**src/rtl/simon_pkg.sv**
```systemverilog
// Shared constants, state encoding and rotate helpers for the SIMON-128/128
// sequencing controller and its round-step datapath.
package simon_pkg;

    localparam int SIMON_ROUNDS = 68;
    localparam int SIMON_WORD   = 64;

    // Key-schedule round constant c = 2^n - 4.
    localparam logic [63:0] SIMON_C = 64'hFFFF_FFFF_FFFF_FFFC;

    // z2 sequence, 62 bits long, consumed LSB-first (bit 0 feeds round 0's key step).
    localparam logic [63:0] SIMON_Z2_RAW = 64'h3369_F885_192C_0EF5;
    localparam logic [61:0] SIMON_Z2     = SIMON_Z2_RAW[61:0];

    typedef enum logic [1:0] {
        IDLE = 2'd0,
        RUN  = 2'd1,
        DONE = 2'd2
    } simon_state_e;

    function automatic logic [63:0] rol64(input logic [63:0] v, input int unsigned n);
        return (v << n) | (v >> (64 - n));
    endfunction

    function automatic logic [63:0] ror64(input logic [63:0] v, input int unsigned n);
        return (v >> n) | (v << (64 - n));
    endfunction

endpackage

```
**src/rtl/simon_round_step.sv**
```systemverilog
// One combinational SIMON-128/128 step: a Feistel round on {x, y} together with
// one step of the two-word key-expansion recurrence {ka, kb}.
module simon_round_step
    import simon_pkg::*;
(
    input  logic [63:0] x,
    input  logic [63:0] y,
    input  logic [63:0] ka,
    input  logic [63:0] kb,
    input  logic        zbit,
    output logic [63:0] x_nxt,
    output logic [63:0] y_nxt,
    output logic [63:0] ka_nxt,
    output logic [63:0] kb_nxt
);

    logic [63:0] f_x;

    // Round function f(x) = (x<<<1 & x<<<8) ^ x<<<2, then the Feistel swap.
    always_comb begin
        f_x   = (rol64(x, 1) & rol64(x, 8)) ^ rol64(x, 2);
        x_nxt = y ^ f_x ^ ka;
        y_nxt = x;
    end

    // Key recurrence: ka is consumed this round, kb slides down, new word enters at kb.
    always_comb begin
        ka_nxt = kb;
        kb_nxt = ka ^ ror64(kb, 3) ^ ror64(kb, 4) ^ SIMON_C ^ {63'd0, zbit};
    end

endmodule

```
**src/rtl/simon_enc_ctrl.sv**
```systemverilog
// Sequencing controller for SIMON-128/128 encryption with on-the-fly key expansion.
// Accepts {key, plaintext} on a valid/ready port, runs one round per cycle, and
// holds the ciphertext on a valid/ready output port until it is taken.
//
// state | meaning
// ------+-------------------------------------------------------------
// IDLE  | waiting for a job; in_ready high
// RUN   | one round per cycle, round_idx = 0..ROUNDS-1; busy high
// DONE  | ciphertext held on out_block with out_valid until out_ready
module simon_enc_ctrl
    import simon_pkg::*;
#(
    parameter int ROUNDS = SIMON_ROUNDS,
    parameter int WORD   = SIMON_WORD
) (
    input  logic              clk,
    input  logic              rst,
    input  logic              in_valid,
    output logic              in_ready,
    input  logic [2*WORD-1:0] in_key,
    input  logic [2*WORD-1:0] in_block,
    output logic              out_valid,
    input  logic              out_ready,
    output logic [2*WORD-1:0] out_block,
    output logic              busy,
    output logic [6:0]        round_idx
);

    localparam logic [6:0] LAST_ROUND = 7'(ROUNDS - 1);

    simon_state_e state, state_nxt;

    logic [63:0] x_q, y_q, ka_q, kb_q;
    logic [61:0] z_q;
    logic [6:0]  cnt_q;

    logic [63:0] x_nxt, y_nxt, ka_nxt, kb_nxt;
    logic        load_job;
    logic        step_round;

    simon_round_step u_step (
        .x      (x_q),
        .y      (y_q),
        .ka     (ka_q),
        .kb     (kb_q),
        .zbit   (z_q[0]),
        .x_nxt  (x_nxt),
        .y_nxt  (y_nxt),
        .ka_nxt (ka_nxt),
        .kb_nxt (kb_nxt)
    );

    // State register; reset discards any job in flight.
    always_ff @(posedge clk) begin
        if (rst) begin
            state <= IDLE;
        end else begin
            state <= state_nxt;
        end
    end

    // Next-state decode and handshake/status outputs.
    always_comb begin
        state_nxt  = state;
        load_job   = 1'b0;
        step_round = 1'b0;
        in_ready   = 1'b0;
        out_valid  = 1'b0;
        busy       = 1'b0;
        round_idx  = 7'd0;
        unique case (state)
            IDLE: begin
                in_ready = 1'b1;
                if (in_valid) begin
                    load_job  = 1'b1;
                    state_nxt = RUN;
                end
            end
            RUN: begin
                busy       = 1'b1;
                round_idx  = cnt_q;
                step_round = 1'b1;
                if (cnt_q == LAST_ROUND) begin
                    state_nxt = DONE;
                end
            end
            DONE: begin
                out_valid = 1'b1;
                if (out_ready) begin
                    state_nxt = IDLE;
                end
            end
            default: begin
                state_nxt = IDLE;
            end
        endcase
    end

    // Cipher state, key words, z sequence and round counter.
    always_ff @(posedge clk) begin
        if (rst) begin
            x_q   <= '0;
            y_q   <= '0;
            ka_q  <= '0;
            kb_q  <= '0;
            z_q   <= '0;
            cnt_q <= '0;
        end else if (load_job) begin
            x_q   <= in_block[127:64];
            y_q   <= in_block[63:0];
            ka_q  <= in_key[63:0];
            kb_q  <= in_key[127:64];
            z_q   <= SIMON_Z2;
            cnt_q <= '0;
        end else if (step_round) begin
            x_q   <= x_nxt;
            y_q   <= y_nxt;
            ka_q  <= ka_nxt;
            kb_q  <= kb_nxt;
            z_q   <= {z_q[0], z_q[61:1]};
            cnt_q <= cnt_q + 7'd1;
        end
    end

    // Only DONE exposes the block meaningfully; it is frozen there because no step occurs.
    assign out_block = {x_q, y_q};

endmodule

```
**config.mk**
```make
export PLATFORM = sky130hd
export DESIGN_NAME = simon_enc_ctrl
export DESIGN_NICKNAME = d
export VERILOG_FILES = /design/src/rtl/simon_pkg.sv /design/src/rtl/simon_round_step.sv /design/src/rtl/simon_enc_ctrl.sv
export SDC_FILE = /design/constraint.sdc
export NUM_CORES = 1
export LEC_CHECK = 0
export ABC_AREA = 1
export BUFFER_PORTS_ARGS = -buffer_cell sky130_fd_sc_hd__buf_2
export CAP_MARGIN = 20
export CORE_MARGIN = 2
export CORE_UTILIZATION = 50
export DETAILED_ROUTE_END_ITERATION = 7
export PLACE_DENSITY_LB_ADDON = 0.08
export SLEW_MARGIN = 10
export SYNTH_ARGS = -nofsm -noshare
export SYNTH_HDL_FRONTEND = slang
export SYNTH_SLANG_ARGS = --single-unit
export TNS_END_PERCENT = 10
```
**constraint.sdc**
```tcl
create_clock -name clk -period 1.7 [get_ports clk]
set_input_delay 0 -clock clk [delete_from_list [all_inputs] [get_ports clk]]
set_output_delay 0 -clock clk [all_outputs]
set_load 0.1 [all_outputs]
```
* Word level (Yosys, flattened, before mapping)
Cells that the tools add are included.
Storage, ports and cells: register bits after elaboration 327, latch bits 0, memory bits (writable) 0, bits in read-only memories 0, bits of input ports 260, output and inout port bits 138, logic and storage cells 52, memories kept 0
Operators by class: add/sub/neg operators 1, multipliers 0, div/mod/pow operators 0, $lt $le $gt $ge 0, equality and inequality tests 6, shift-type cells 0, muxes and demuxes 20, bitwise logic cells 13, reductions and logical operators 4
Operator list (number):
- 64-bit two-way mux | 8
- 64-bit XOR | 5
- 62-bit two-way mux | 2
- 64-bit bitwise AND | 1
- 60-bit by 64-bit OR with 64-bit output | 1
- 61-bit by 64-bit OR with 64-bit output | 1
- 64-bit by 1-bit OR with 64-bit output | 1
- 64-bit by 2-bit OR with 64-bit output | 1
- 64-bit by 8-bit OR with 64-bit output | 1
- 64-bit by 1-bit XOR with 64-bit output | 1
- 62-bit inverter | 1
- 7-bit by 1-bit adder with 7-bit output (second input constant) | 1
- 7-bit equality test (second input constant) | 1
- 7-bit two-way mux | 1
- 2-bit two-way mux | 3
- 2-bit inequality test (second input constant) | 3
- 2-bit one-hot mux with 3 select lines | 1
- 1-bit two-way mux | 5
- 3-bit AND reduction | 1
- 2-bit by 1-bit equality test with 1-bit output (second input constant) | 1
- 2-bit equality test (second input constant) | 1
- 2-bit logical NOT | 1
- 2-bit nonzero test | 1
- 2-bit OR reduction | 1

* Logic depth before layout (Yosys ltp)
depth after elaboration 7, gate-level depth with buffers 10, mapped depth without buffers 8

* Hierarchy
From an unflattened synthesis, not the netlist that was laid out.
Second synthesis, totals: cell total of the unflattened synthesis 3405, area total of the unflattened synthesis 19935.4 um^2
By module, submodules not included:
- simon_enc_ctrl | instances 1, cells each 1797, area each 13180.1 um^2
- simon_round_step | instances 1, cells each 1608, area each 6755.2 um^2

* Worst setup path after synthesis
No wires, ideal clock.
path kind register to register, start point register state[0], end point register cnt_q[0], library setup time 195 ps, arrival 2188 ps, required time 1505 ps, slack -684 ps, stages on the path, launching flop included 6, clock period less this slack 2384 ps, cells stage by stage dfxtp_1 > nand2_2 > buf_4 > buf_2 > nor2_1 > nor3_1
Between the ends: longest elaborated chain between the ends 3, elaborated cells between the ends (all ways) 5, those cells by class 1 x eq/ne; 2 x mux; 2 x reduce/logical
RTL lines:
- start: declaration | line simon_enc_ctrl.sv:31 | simon_state_e state, state_nxt;
- start signal: assignment | line simon_enc_ctrl.sv:58 | state <= state_nxt;
- 2-bit logical NOT | line simon_enc_ctrl.sv:71 | unique case (state)
- 1-bit two-way mux | line simon_enc_ctrl.sv:71
- 2-bit OR reduction (no line)
- end signal: assignment | line simon_enc_ctrl.sv:121 | cnt_q <= cnt_q + 7'd1;
- end: declaration | line simon_enc_ctrl.sv:35 | logic [6:0] cnt_q;
Several ways; a longest one is shown, not always the timed one. A chain may end at the register's enable or synchronous reset.

* Worst setup path in the final report
start point register state[1], end point output port busy
Between the ends: longest elaborated chain between the ends 2
RTL lines:
- 2-bit by 1-bit equality test with 1-bit output | line simon_enc_ctrl.sv:71
- 1-bit two-way mux | line simon_enc_ctrl.sv:71
- end: declaration | line simon_enc_ctrl.sv:25 | output logic busy,
No other way between the ends.

==> results.toml <==
[floorplan]
die_h_um = 204
core_area_um2 = 39500
die_w_um = 204
row_count = 73
initial_core_util_pct = 50.4
dieArea_um2 = 41500
top_level_ports = 398

[worst_setup_path]
r2r-end = "x_q[51]"
cp-start-kind = "flop"
cp.required_ns = 1.70
cp.depth = 5
cp-end-kind = "output port"
crit_path_start = "state[1]"
slowest_stage = "dfxtp_1"
critical-path-top-delay-family = "buffers and inverters"
crit_path_end = "busy"
r2r_slack_ns = 0.06
r2r_cells = 8
cp_common_cell = "buf_12"
reg2reg_from = "state[0]"
critPathKind = "reg -> out"
crit_path_max_incr_delay_ns = 0.39
crit_chain = "inv_2, nand2_8, clkinvlp_4, buf_12, buf_12"
cp.buffers_inverters = 4
crit_fanout = 33
cp.arrival_ns = 1.69

[power_and_ir_drop]
p_per_area_nw_per_um2 = 1110
finalPower_uw = 29200
peakVddDrop_mv = 0.834
leakagePower_uw = 0.0129

[sta]
fmax_ghz = 0.591
fin_hold_ws_ns = 0.164
tightest_slew_ns = 0.595
finalCritPeriodShare_pct = 99.5
fin_ws_ns = 0.00880
period_minus_slack_ns = 1.69
drv_slew = 0
clock_skew_ns = 0.0235
rsz0062_at_grt = "true"
setup_viol = 0
finalHoldViolations = 0
slew_headroom_pct = 60.6

[routing]
drt-wirelength-per-cell_um = 16.3
num_vias = 24350
wirelength_um = 74300
routed_via_density = 5.35
drtIter0Drc = 2264
dr.pass1.iters = 7
antenna_left = 0
route.detailed.drc = 0

[placed_design]
dpl-instance-area_um2 = 22400
post-place-ws_ns = 0.0984
numPortBuffers = 397
dp_cells = 4218
dp_hpwl_um = 49100
gp_congestion = 0.913

[synth]
ys_seq_elements = 327
synthCells = 3462
avgSynthCellArea_um2 = 5.76
yosysWarnings = 0
synth_seq_area_share_pct = 32.9
syn-cell-area_um2 = 19900
ys_types = 27
syn-num-nets = 3723

[global_route]
grt_first_pass_wirelength_um = 116000
antenna_found_initial = 2
grt_pass1_vias = 22670
grt-ovfl-total = 0
grt_max_degree = 113
grtUsageTotal_pct = 34.7

[clock_tree]
path_clk_slew_ns = 0.06
clock_latency_ns = 0.57
clkSinkCount = 327
tritoncts = "done"
root_buffer = "clkbuf_16"
clk_path_buf_depth = 3
numCtsBuffers = 39
htree_levels = 2

[finish]
final_cell_mix = "1284 x nand2_1, 434 x inv_1, 381 x nand3_1, 378 x buf_2, 290 x a21oi_1"
layout.cells.non_filler = 4552
syn2layout_area_growth_pct = 32.5
final_area_um2 = 26400
finalNetCount = 4257
drive_gt1_share_pct = 15.5
final_common_cell = "nand2_1"

[run]
cap_viol_max_count = 0

[hold_path]
min_path_type = "in -> reg"

[outcome]
status = "finished, final reports clean"
[flip-flops by register name, summed over array words and instances, names as in the netlist]
signal  flops
cnt_q       7
y_q        64
state       2
z_q        62
ka_q       64
kb_q       64
x_q        64
[metal layers]
metal | wire (um) | up-vias | global-route usage, %
li1 | - | 11868 | -
met1 | 30800 | 11126 | 45.3
met2 | 34000 | 1136 | 56.2
met3 | 6390 | 220 | 5.11
met4 | 3130 | 0 | 16.5
met5 | 0 | - | 0
[stage by stage]
step	setup TNS, ns	utilization (%)
global route	-0.508	66.8
finish	0	66.8
detailed placement	0	56.6
global placement	0	56.6
CTS	-0.233	66.4
floorplan	-22.63	-
[power by group]
| part | internal, uW | total (uW) | switching (uW) |
|---|---|---|---|
| registers | 8590 | 10100 | 1540 |
| clock network | 4810 | 8320 | 3500 |
| logic | 3300 | 10800 | 7450 |
| total | 16700 | 29200 | 12500 |
[cell usage after synthesis]
master | n | share of area [%]
nor2_1 | 229 | 4.3
clkbuf_1 | 111 | 2.1
nor3_2 | 1 | 0.050
nor3_1 | 3 | 0.075
xor2_1 | 1 | 0.044
nand3_1 | 381 | 9.6
buf_1 | 3 | 0.057
inv_2 | 1 | 0.019
inv_4 | 1 | 0.031
a31oi_1 | 1 | 0.031
o211ai_1 | 16 | 0.60
nand2_2 | 2 | 0.063
dfxtp_1 | 327 | 33
inv_1 | 436 | 8.2
nor2_2 | 1 | 0.031
nand2_1 | 1286 | 24
buf_2 | 71 | 1.8
o21ai_1 | 113 | 2.8
buf_4 | 6 | 0.23
a211oi_1 | 1 | 0.038
buf_12 | 1 | 0.10
o21ai_0 | 99 | 2.5
ha_1 | 1 | 0.063
buf_6 | 16 | 0.90
or2_2 | 63 | 2.0
nand4_1 | 1 | 0.031
a21oi_1 | 290 | 7.3
[worst min path at each step]
stage | end | slack, ns | start | depth (start not counted)
4_1_cts | z_q[2] | 0.13 | in_valid | 6
3_3_place_gp | x_q[56] | 0.28 | rst | 2
3_5_place_dp | x_q[56] | 0.28 | rst | 2
5_1_grt | z_q[2] | 0.17 | in_valid | 6
2_1_floorplan | state[1] | 0.18 | out_ready | 3
6_report | z_q[2] | 0.16 | in_valid | 6
[cell type report]
| cell class | count | area, um^2 |
|---|---|---|
| fillers | 3504 | 13100 |
| diodes | 2 | 5.00 |
| multi-input cells | 2489 | 10800 |
| inverters | 438 | 1660 |
| well taps | 525 | 657 |
| flip-flops and latches | 327 | 6600 |
| repair buffers | 701 | 5440 |
| clock buffers | 60 | 1190 |
| clock inverters | 10 | 67.6 |
[kinds of logic after synthesis]
family	share of synthesized area [%]
AND/OR/NAND/NOR	40.3
flip-flops	32.9
buffers and inverters	13.4
AO/OA/AOI/OAI	13.3
XOR/XNOR	0.0440
adder cells (fa/ha/maj)	0.0628
[repair_timing]
action                     4_1_cts  5_1_grt
buffers inserted                 0        1
gates cloned                     0        3
hold endpoints to repair       262        0
hold buffers                   258        0
setup endpoints to repair       14       28
gates resized for setup         14       15
[worst min-delay path, delay by kind of cell]
| kind | cells | cell delay [ns] |
|---|---|---|
| buffers and inverters | 3 | 0.41 |
| AND/OR/NAND/NOR | 3 | 0.28 |
(Power assumes the default switching activity.)
